<file path="src/rtl/alu_pkg.sv">
// Shared definitions for the ALU command queue: opcodes, command layout,
// controller states and the default queue depth.
package alu_pkg;

    localparam int DEFAULT_DEPTH = 4;

    localparam logic [3:0] OP_ADD  = 4'd0;
    localparam logic [3:0] OP_SUB  = 4'd1;
    localparam logic [3:0] OP_MUL  = 4'd2;
    localparam logic [3:0] OP_AND  = 4'd3;
    localparam logic [3:0] OP_OR   = 4'd4;
    localparam logic [3:0] OP_XOR  = 4'd5;
    localparam logic [3:0] OP_SHL  = 4'd6;
    localparam logic [3:0] OP_SHR  = 4'd7;
    localparam logic [3:0] OP_NAND = 4'd8;
    localparam logic [3:0] OP_XNOR = 4'd9;
    localparam logic [3:0] OP_MAX  = OP_XNOR;

    // One queued command: 12 bits laid out as {op, a, b}.
    typedef struct packed {
        logic [3:0] op;
        logic [3:0] a;
        logic [3:0] b;
    } cmd_t;

    typedef enum logic [1:0] {
        IDLE  = 2'd0,
        ISSUE = 2'd1,
        HOLD  = 2'd2
    } state_e;

    function automatic logic op_illegal(input logic [3:0] op);
        return op > OP_MAX;
    endfunction

endpackage

</file>
<file path="src/rtl/alu_cmd_fifo.sv">
// Command storage for the ALU queue: a DEPTH-entry FIFO of {op,a,b} words
// with an occupancy counter. Pushes when full and pops when empty are ignored.
module alu_cmd_fifo
    import alu_pkg::*;
#(
    parameter int DEPTH = DEFAULT_DEPTH
) (
    input  logic                     clk,
    input  logic                     rst_n,
    input  logic                     push,
    input  cmd_t                     wdata,
    input  logic                     pop,
    output cmd_t                     rdata,
    output logic                     full,
    output logic                     empty,
    output logic [$clog2(DEPTH):0]   count
);

    localparam int PTR_W = $clog2(DEPTH);
    localparam int CNT_W = PTR_W + 1;

    cmd_t             mem_q [DEPTH];
    logic [PTR_W-1:0] wr_ptr_q, wr_ptr_d;
    logic [PTR_W-1:0] rd_ptr_q, rd_ptr_d;
    logic [CNT_W-1:0] count_q,  count_d;
    logic             do_push;
    logic             do_pop;

    // Full is judged on the registered count, so a pop in the same cycle
    // does not make room for a push.
    assign full    = (count_q == CNT_W'(DEPTH));
    assign empty   = (count_q == '0);
    assign do_push = push && !full;
    assign do_pop  = pop && !empty;
    assign rdata   = mem_q[rd_ptr_q];
    assign count   = count_q;

    always_comb begin
        wr_ptr_d = wr_ptr_q;
        rd_ptr_d = rd_ptr_q;
        count_d  = count_q;
        if (do_push) begin
            wr_ptr_d = wr_ptr_q + PTR_W'(1);
        end
        if (do_pop) begin
            rd_ptr_d = rd_ptr_q + PTR_W'(1);
        end
        case ({do_push, do_pop})
            2'b10:   count_d = count_q + CNT_W'(1);
            2'b01:   count_d = count_q - CNT_W'(1);
            default: count_d = count_q;
        endcase
    end

    always_ff @(posedge clk or negedge rst_n) begin
        if (!rst_n) begin
            wr_ptr_q <= '0;
            rd_ptr_q <= '0;
            count_q  <= '0;
        end else begin
            wr_ptr_q <= wr_ptr_d;
            rd_ptr_q <= rd_ptr_d;
            count_q  <= count_d;
        end
    end

    always_ff @(posedge clk) begin
        if (do_push) begin
            mem_q[wr_ptr_q] <= wdata;
        end
    end

endmodule

</file>
<file path="src/rtl/alu_cmd_queue.sv">
// Command queue in front of a combinational ALU: buffers commands, issues one
// per ISSUE cycle, and holds each captured result until the consumer takes it.
module alu_cmd_queue
    import alu_pkg::*;
#(
    parameter int DEPTH = DEFAULT_DEPTH
) (
    input  logic                     clk,
    input  logic                     rst_n,
    input  logic                     in_valid,
    output logic                     in_ready,
    input  logic [3:0]               in_a,
    input  logic [3:0]               in_b,
    input  logic [3:0]               in_op,
    output logic [3:0]               alu_a,
    output logic [3:0]               alu_b,
    output logic [3:0]               alu_s,
    output logic                     alu_en,
    input  logic [7:0]               alu_y,
    output logic                     out_valid,
    input  logic                     out_ready,
    output logic [7:0]               out_y,
    output logic [3:0]               out_op,
    output logic                     out_err,
    output logic [$clog2(DEPTH):0]   count
);

    state_e     state_q, state_d;
    logic [7:0] out_y_q,   out_y_d;
    logic [3:0] out_op_q,  out_op_d;
    logic       out_err_q, out_err_d;

    cmd_t       in_cmd;
    cmd_t       head;
    logic       fifo_full;
    logic       fifo_empty;
    logic       push_acc;
    logic       issue;
    logic       work_avail;

    assign in_cmd   = '{op: in_op, a: in_a, b: in_b};
    assign in_ready = !fifo_full;
    assign push_acc = in_valid && in_ready;
    assign issue    = (state_q == ISSUE);

    alu_cmd_fifo #(
        .DEPTH (DEPTH)
    ) u_fifo (
        .clk   (clk),
        .rst_n (rst_n),
        .push  (in_valid),
        .wdata (in_cmd),
        .pop   (issue),
        .rdata (head),
        .full  (fifo_full),
        .empty (fifo_empty),
        .count (count)
    );

    // A same-cycle push counts as work, so a command arriving while idle (or
    // while a result is being taken) issues on the very next cycle.
    assign work_avail = !fifo_empty || push_acc;

    always_comb begin
        state_d   = state_q;
        out_y_d   = out_y_q;
        out_op_d  = out_op_q;
        out_err_d = out_err_q;
        case (state_q)
            IDLE: begin
                if (work_avail) begin
                    state_d = ISSUE;
                end
            end
            ISSUE: begin
                out_y_d   = alu_y;
                out_op_d  = head.op;
                out_err_d = op_illegal(head.op);
                state_d   = HOLD;
            end
            HOLD: begin
                if (out_ready) begin
                    state_d = work_avail ? ISSUE : IDLE;
                end
            end
            default: state_d = IDLE;
        endcase
    end

    always_ff @(posedge clk or negedge rst_n) begin
        if (!rst_n) begin
            state_q   <= IDLE;
            out_y_q   <= '0;
            out_op_q  <= '0;
            out_err_q <= 1'b0;
        end else begin
            state_q   <= state_d;
            out_y_q   <= out_y_d;
            out_op_q  <= out_op_d;
            out_err_q <= out_err_d;
        end
    end

    assign alu_en    = issue;
    assign alu_a     = issue ? head.a  : 4'd0;
    assign alu_b     = issue ? head.b  : 4'd0;
    assign alu_s     = issue ? head.op : 4'd0;

    assign out_valid = (state_q == HOLD);
    assign out_y     = out_y_q;
    assign out_op    = out_op_q;
    assign out_err   = out_err_q;

endmodule

</file>
<file path="config.mk">
export PLATFORM = sky130hd
export DESIGN_NAME = alu_cmd_queue
export DESIGN_NICKNAME = d
export VERILOG_FILES = /design/src/rtl/alu_pkg.sv /design/src/rtl/alu_cmd_fifo.sv /design/src/rtl/alu_cmd_queue.sv
export SDC_FILE = /design/constraint.sdc
export NUM_CORES = 1
export LEC_CHECK = 0
export ABC_AREA = 1
export CORE_MARGIN = 8
export CORE_UTILIZATION = 33
export CTS_CLUSTER_SIZE = 10
export DETAILED_ROUTE_END_ITERATION = 8
export SYNTH_ARGS = -nofsm -noshare
export SYNTH_HDL_FRONTEND = slang
export SYNTH_SLANG_ARGS = --single-unit
</file>
<file path="constraint.sdc">
create_clock -name clk -period 3 [get_ports clk]
set_input_delay 0.9 -clock clk [delete_from_list [all_inputs] [get_ports clk]]
set_output_delay 0.9 -clock clk [all_outputs]
set_load 0.02 [all_outputs]
</file>
Word-level counts from Yosys, hierarchy flattened
Memory sizes are Yosys's and may differ from the RTL's.
Cells that the tools add are included.
- output and inout bits: 31
- input bits: 24
- memories: 1
- register bits: 22
- bits in writable memories: 48
- word-level logic and storage cells: 39
- mux-type cells: 10
- $add $sub $neg: 4
- equality and inequality tests: 7
- $lt $le $gt $ge: 1
- reductions and logical operators: 9
- memory list (memory ; depth ; width ; rd ports ; clocked after memory_dff ; wr ports ; RTL line ; text):
    u_fifo.mem_q ; 4 ; 12 ; 1 ; 0 ; 1 ; alu_cmd_fifo.sv:22 ; cmd_t mem_q [DEPTH];
- operator list (kind ; count):
    two-way mux 4 bit ; 3
    case mux 2 bit (3 select lines) ; 1
    case mux 3 bit (2 select lines) ; 1
    adder 2 x 1 -> 2 bit, second input constant ; 2
    == test 2 x 1 -> 1 bit, second input constant ; 2
    == test 2 bit, second input constant ; 2
    greater-than comparator 4 bit, second input constant ; 1
    two-way mux 2 bit ; 2
    adder 3 x 1 -> 3 bit, second input constant ; 1
    == test 3 bit, second input constant ; 1
    zero test 3 bit ; 1
    two-way mux 1 bit ; 3
    subtractor 3 x 1 -> 3 bit, second input constant ; 1
    logical AND 1 bit ; 2
    zero test 1 bit ; 2
    zero test 2 bit ; 1
    inequality test 2 x 1 -> 1 bit, second input constant ; 1
    inequality test 2 bit, second input constant ; 1
    AND reduction 2 bit ; 1
    nonzero test 2 bit ; 1
    logical OR 1 bit ; 1

Logic depth before layout (Yosys ltp)
- depth in word-level cells: 7
- depth in mapped cells: 10
- mapped depth without buffers: 10

Hierarchy
Synthesis repeated with hierarchy kept, for this count alone.
- cell total of the unflattened synthesis: 290
- area, all modules: 3098.0 um^2
- by module, submodules not included (module ; area an instance (um^2) ; cells each ; times used ; seq. area each (um^2)):
    alu_cmd_fifo ; 2403.6 ; 201 ; 1 ; 1616.6
    alu_cmd_queue ; 694.4 ; 89 ; 1 ; 375.4

Least setup slack after synthesis
No wires, ideal clock.
- kind: register -> register
- start: reg u_fifo.count_q[0], in the netlist u_fifo.count[0]
- end: reg u_fifo.count_q[2], in the netlist u_fifo.count[2]
- setup slack: 898 ps
- clock period less this slack: 2102 ps
- library setup time: 131 ps
- stages on the path, launching flop included: 10
- arrival: 1971 ps
- path buffers: 0
- data required time: 2869 ps
- path through: dfrtp_1 > inv_1 > nand3_1 > nand2_2 > ha_1 > inv_1 > fa_1 > a21oi_1 > o21ai_0 > xor2_1
- word-level cells in the longest chain between the ends: 5
- elaborated cells between the ends (all ways): 12
- classes of those cells: add/sub: 2; eq/ne: 3; mux: 1; reduce/logical: 6
- ends and longest elaborated chain (item ; RTL line ; text):
    start, declared ; alu_cmd_fifo.sv:25 ; logic [CNT_W-1:0] count_q, count_d;
    start signal, assigned ; alu_cmd_fifo.sv:63 ; count_q <= count_d;
    == test 3 bit * ; alu_cmd_fifo.sv:31 ; assign full = (count_q == CNT_W'(DEPTH));
    zero test 1 bit * ; n/a ;
    named net in_ready ; alu_cmd_queue.sv:11 ; output logic in_ready,
    logical AND 1 bit * ; alu_cmd_fifo.sv:33 ; assign do_push = push && !full;
    == test 2 x 1 -> 1 bit or == test 2 bit (tied branches) ; alu_cmd_fifo.sv:48 ; case ({do_push, do_pop})
    case mux 3 bit (2 select lines) or nonzero test 2 bit (tied branches) ; n/a ;
Mark *: on every way through the listed nets, which the timed path passes. The rest lies on a longest branch.
A chain may end at the register's enable or synchronous reset.

Worst setup path in the final report
- start: reg u_fifo.rd_ptr_q[1]
- end: out alu_a[0]
- word-level cells in the longest chain between the ends: 2
- ends and longest elaborated chain (item ; RTL line ; text):
    start, declared ; alu_cmd_fifo.sv:24 ; logic [PTR_W-1:0] rd_ptr_q, rd_ptr_d;
    start signal, assigned ; alu_cmd_fifo.sv:62 ; rd_ptr_q <= rd_ptr_d;
    memory (4 x 12 bit) ; n/a ;
    two-way mux 4 bit ; alu_cmd_queue.sv:105 ; assign alu_a = issue ? head.a : 4'd0;
    end, declared ; alu_cmd_queue.sv:15 ; output logic [3:0] alu_a,
No other way between the ends.

==> results.md <==
* Status: completed
* CP Max Fanout at 9
* Total GRT Usage at 0.1103
* Crit path launch type: flop
* First-pass GRT wire length at 9929 um
* Slew HR at 0.7486
* FP Rows at 34
* Cells taking the most area after synthesis: edfxtp_1, dfrtp_1, nand2_1
* Reg2reg setup slack at 0.92 ns
* Worst Hold Path EP: out_y[4]
* Comb pwr share at 0.435
* Clock share of power at 0.208
* Maximum VDD drop at 0.3244 mV
* Final Max Tran Viols at 0
* RR Startpoint: state_q[1]
* Required time of the critical path at 2.10 ns
* Post-Synth Simple-Gate Area at 0.1574
* Area share of the largest cell type after synthesis at 0.4981
* Pre-CTS setup slack at 0.3513 ns
* 1st-iter DRT viols at 126
* Clock H-tree levels at 3
* Routed WL per cell at 13.94 um
* Crit path kind: flop to output pin
* R2r endpoint: u_fifo.count[2]
* Net Sw Frac at 0.3838
* Worst Setup Slack, final at 0.1280 ns
* Top Ports at 55
* Critical path cell sequence: buf_4, nor2_1, o21ai_0, a21oi_1, clkdlybuf4s50_1
* FF+latch area at 1994 sq um
* Vias in the first global route at 2,069
* N_diodes at 0
* Post-CTS Setup Bufs at 0
* Async SR Flop Fraction at 0.3143
* Flop pwr share at 0.357
* Share of layout cells above drive strength 1 at 0.1094
* Worst hold start: out_y[4]
* Latest clock arrival within the worst-skew pair at 0.34 ns
* Area grow syn2layout at 31.95%
* Routed Antenna Nets at 0
* Hold path depth at 2
* Compound-cell area share of the yosys netlist at 0.05793
* Critical Path End Type: output pin
* Hold_buf cts at 0
* Post-CTS resize count at 1
* Mapped Cells at 258
* Number of fill cells at 821
* Most common cell in the netlist: nand2_1
* Final Cycle Share at 0.9573
* Drt total wl at 6090 um
* Fmax at 348.2 MHz
* CP max stage cell: clkdlybuf4s50_1
* Overall die height at 109.6 um
* Register area share after synthesis at 0.6883
* Die width at 109.6 um
* Skew final at 0.006376 ns
* EDFF count, synth at 48
* Largest net degree at the start of global routing at 26
* CTS Sinks at 70
* Power Internal at 2.519 mW
* Initial Util at 0.3368
* Num CTS Buffers at 9
* Most frequent cells after synthesis: nand2_1, edfxtp_1, nor2_1, dfrtp_1, o21ai_0
* Final hold vios at 0
* Leak at 1.672 nW
* Via count at 1,933
* Worst path max stage delay at 0.63 ns
* #FFs+latches synth at 70
* Main combinational cell family by area after synthesis: simple AND/OR/NAND/NOR gates
* Clk slew on worst S/H paths at 0.08 ns
* Final Cell Area at 3819 sq um
* Total congestion overflow at 0
* CTS Buffer Depth at 2
* Mapped cell area at 2894 sq um
* Final GP Congestion at 0.7193
* DR pass1 iterations at 4
* PortBufs at 54
* Die area at 12,020 sq um
* Area occupied by multi-input gates at 740.7 sq um
* Cell taking the most area after synthesis: edfxtp_1
* Adder-Cell Fraction of Synth Area at 0.02853
* Root buf cell: clkbuf_8
* Worst hold path type: flop to flop
* Core area at 8593 sq um
* Most used DFF post-synth: edfxtp_1
* # setup viols final at 0
* MaxCap Viol Count at 0
* Mux contribution to synthesized area at 0
* Initial antenna violation count at 0
* Mean Syn Cell Area at 11.22 sq um
* Fin nets at 354
* Syn nets at 288
* Power Density at 1070 nW/um^2
* CTS tree: done
* Post-Route Setup TNS at 0 ns
* Clock period minus worst slack at 2.872 ns
* Post-Synth XOR/XNOR Area at 0.01211
* Worst-margin pin slew at 0.3765 ns
* DPL Wire Length at 4055 um
* Vias per inst at 4.423
* Synth warn at 0
* Post-route DRC at 0
* Crit path arrival time at 1.97 ns
* RSZ-0062 raised after global routing: no
* Post-synth cell types at 22
* Net Switching at 1.569 mW
* Area post-placement at 3571 sq um
* Worst reg2reg path depth at 10
-- cells by family (layout without fill, tap and decap cells) --
family | after synthesis | count (layout)
simple gates | 115 | 115
fa+ha+maj | 6 | 6
compound gates | 33 | 33
buf+inv | 30 | 101
flops | 70 | 70
xor+xnor | 4 | 4
-- routing by layer --
metal | part of all wire | vias to the layer above | track usage | routed length, um
met1 | 0.42 | 891 | 0.1214 | 2557
met2 | 0.49 | 47 | 0.1817 | 3011
met5 | 0 | - | 0 | 0
met4 | 0.029 | 0 | 0.06750 | 179
li1 | - | 979 | - | -
met3 | 0.056 | 16 | 0.03634 | 342
-- power by group through the flow --
stage | clock network [mW] | registers, mW | logic, mW
final | 0.848 | 1.46 | 1.78
after global routing | 0.917 | 1.49 | 1.98
after CTS | 0.871 | 1.46 | 1.83
after detailed placement | 0 | 1.48 | 1.82
after global placement | 0 | 1.47 | 1.80
after floorplan | 0 | 1.58 | 1.01
-- through the flow --
step	util	hold slack [ns]	instances	power, mW
finish	0.4444	0.4754	437	4.088
global placement	0.4156	0.4556	421	3.274
detailed placement	0.4156	0.4599	421	3.305
global route	0.4444	0.4950	437	4.384
CTS	0.4418	0.4799	437	4.159
floorplan	-	0.5240	258	2.588
-- layout by cell type, fill, tap and decap left out --
master	synthesis	routed
dlymetal6s2s_1	0	8
clkbuf_8	0	9
ha_1	5	5
buf_4	0	11
o211ai_1	1	1
bufinv_16	0	2
dlygate4sd2_1	0	1
xnor2_1	1	1
inv_2	2	2
inv_1	17	17
xor2_1	3	3
nand2_2	2	2
edfxtp_1	48	48
fa_1	1	1
clkinvlp_4	0	1
nor2_1	46	46
inv_6	1	4
nor2_4	1	1
dfrtp_1	22	20
o21ai_0	20	20
a21oi_1	10	10
nand3_1	7	7
clkdlybuf4s50_1	0	45
o21ai_1	2	2
clkinv_4	0	1
dfrtp_2	0	2
nand2_1	58	58
nor2_2	1	1
-- registers in the layout, indices dropped and copies added, names as in the netlist --
name,count
out_y,8
state_q,2
out_err,1
u_fifo.wr_ptr_q,2
u_fifo.count,3
u_fifo.mem_q,48
u_fifo.rd_ptr_q,2
out_op,4
-- worst max-delay path: cells and delay by family (launching register included) --
kind | cells | cell delay [ns]
compound gates | 2 | 0.25
flops | 1 | 0.46
buf+inv | 2 | 0.83
simple gates | 1 | 0.10
-- worst max-delay path by stage --
stage                       start               to  slack (ns)  depth (start not counted)
6_report       u_fifo.rd_ptr_q[1]         alu_a[0]        0.13                          5
2_1_floorplan     u_fifo.count[0]  u_fifo.count[2]        0.90                          9
3_3_place_gp             in_valid  u_fifo.count[2]        0.38                          8
4_1_cts        u_fifo.rd_ptr_q[0]         alu_b[0]      0.0009                          6
5_1_grt        u_fifo.rd_ptr_q[0]         alu_s[0]        0.03                          8
3_5_place_dp             in_valid  u_fifo.count[2]        0.35                          8
-- layout make-up --
type | count | area share
tap | 108 | 0.03539
inverter | 20 | 0.02097
timing repair buffer | 65 | 0.1681
clock buffer | 9 | 0.03244
clock inverter | 7 | 0.02687
multi-input combinational | 158 | 0.1940
sequential | 70 | 0.5223
(Power assumes the default switching activity.)
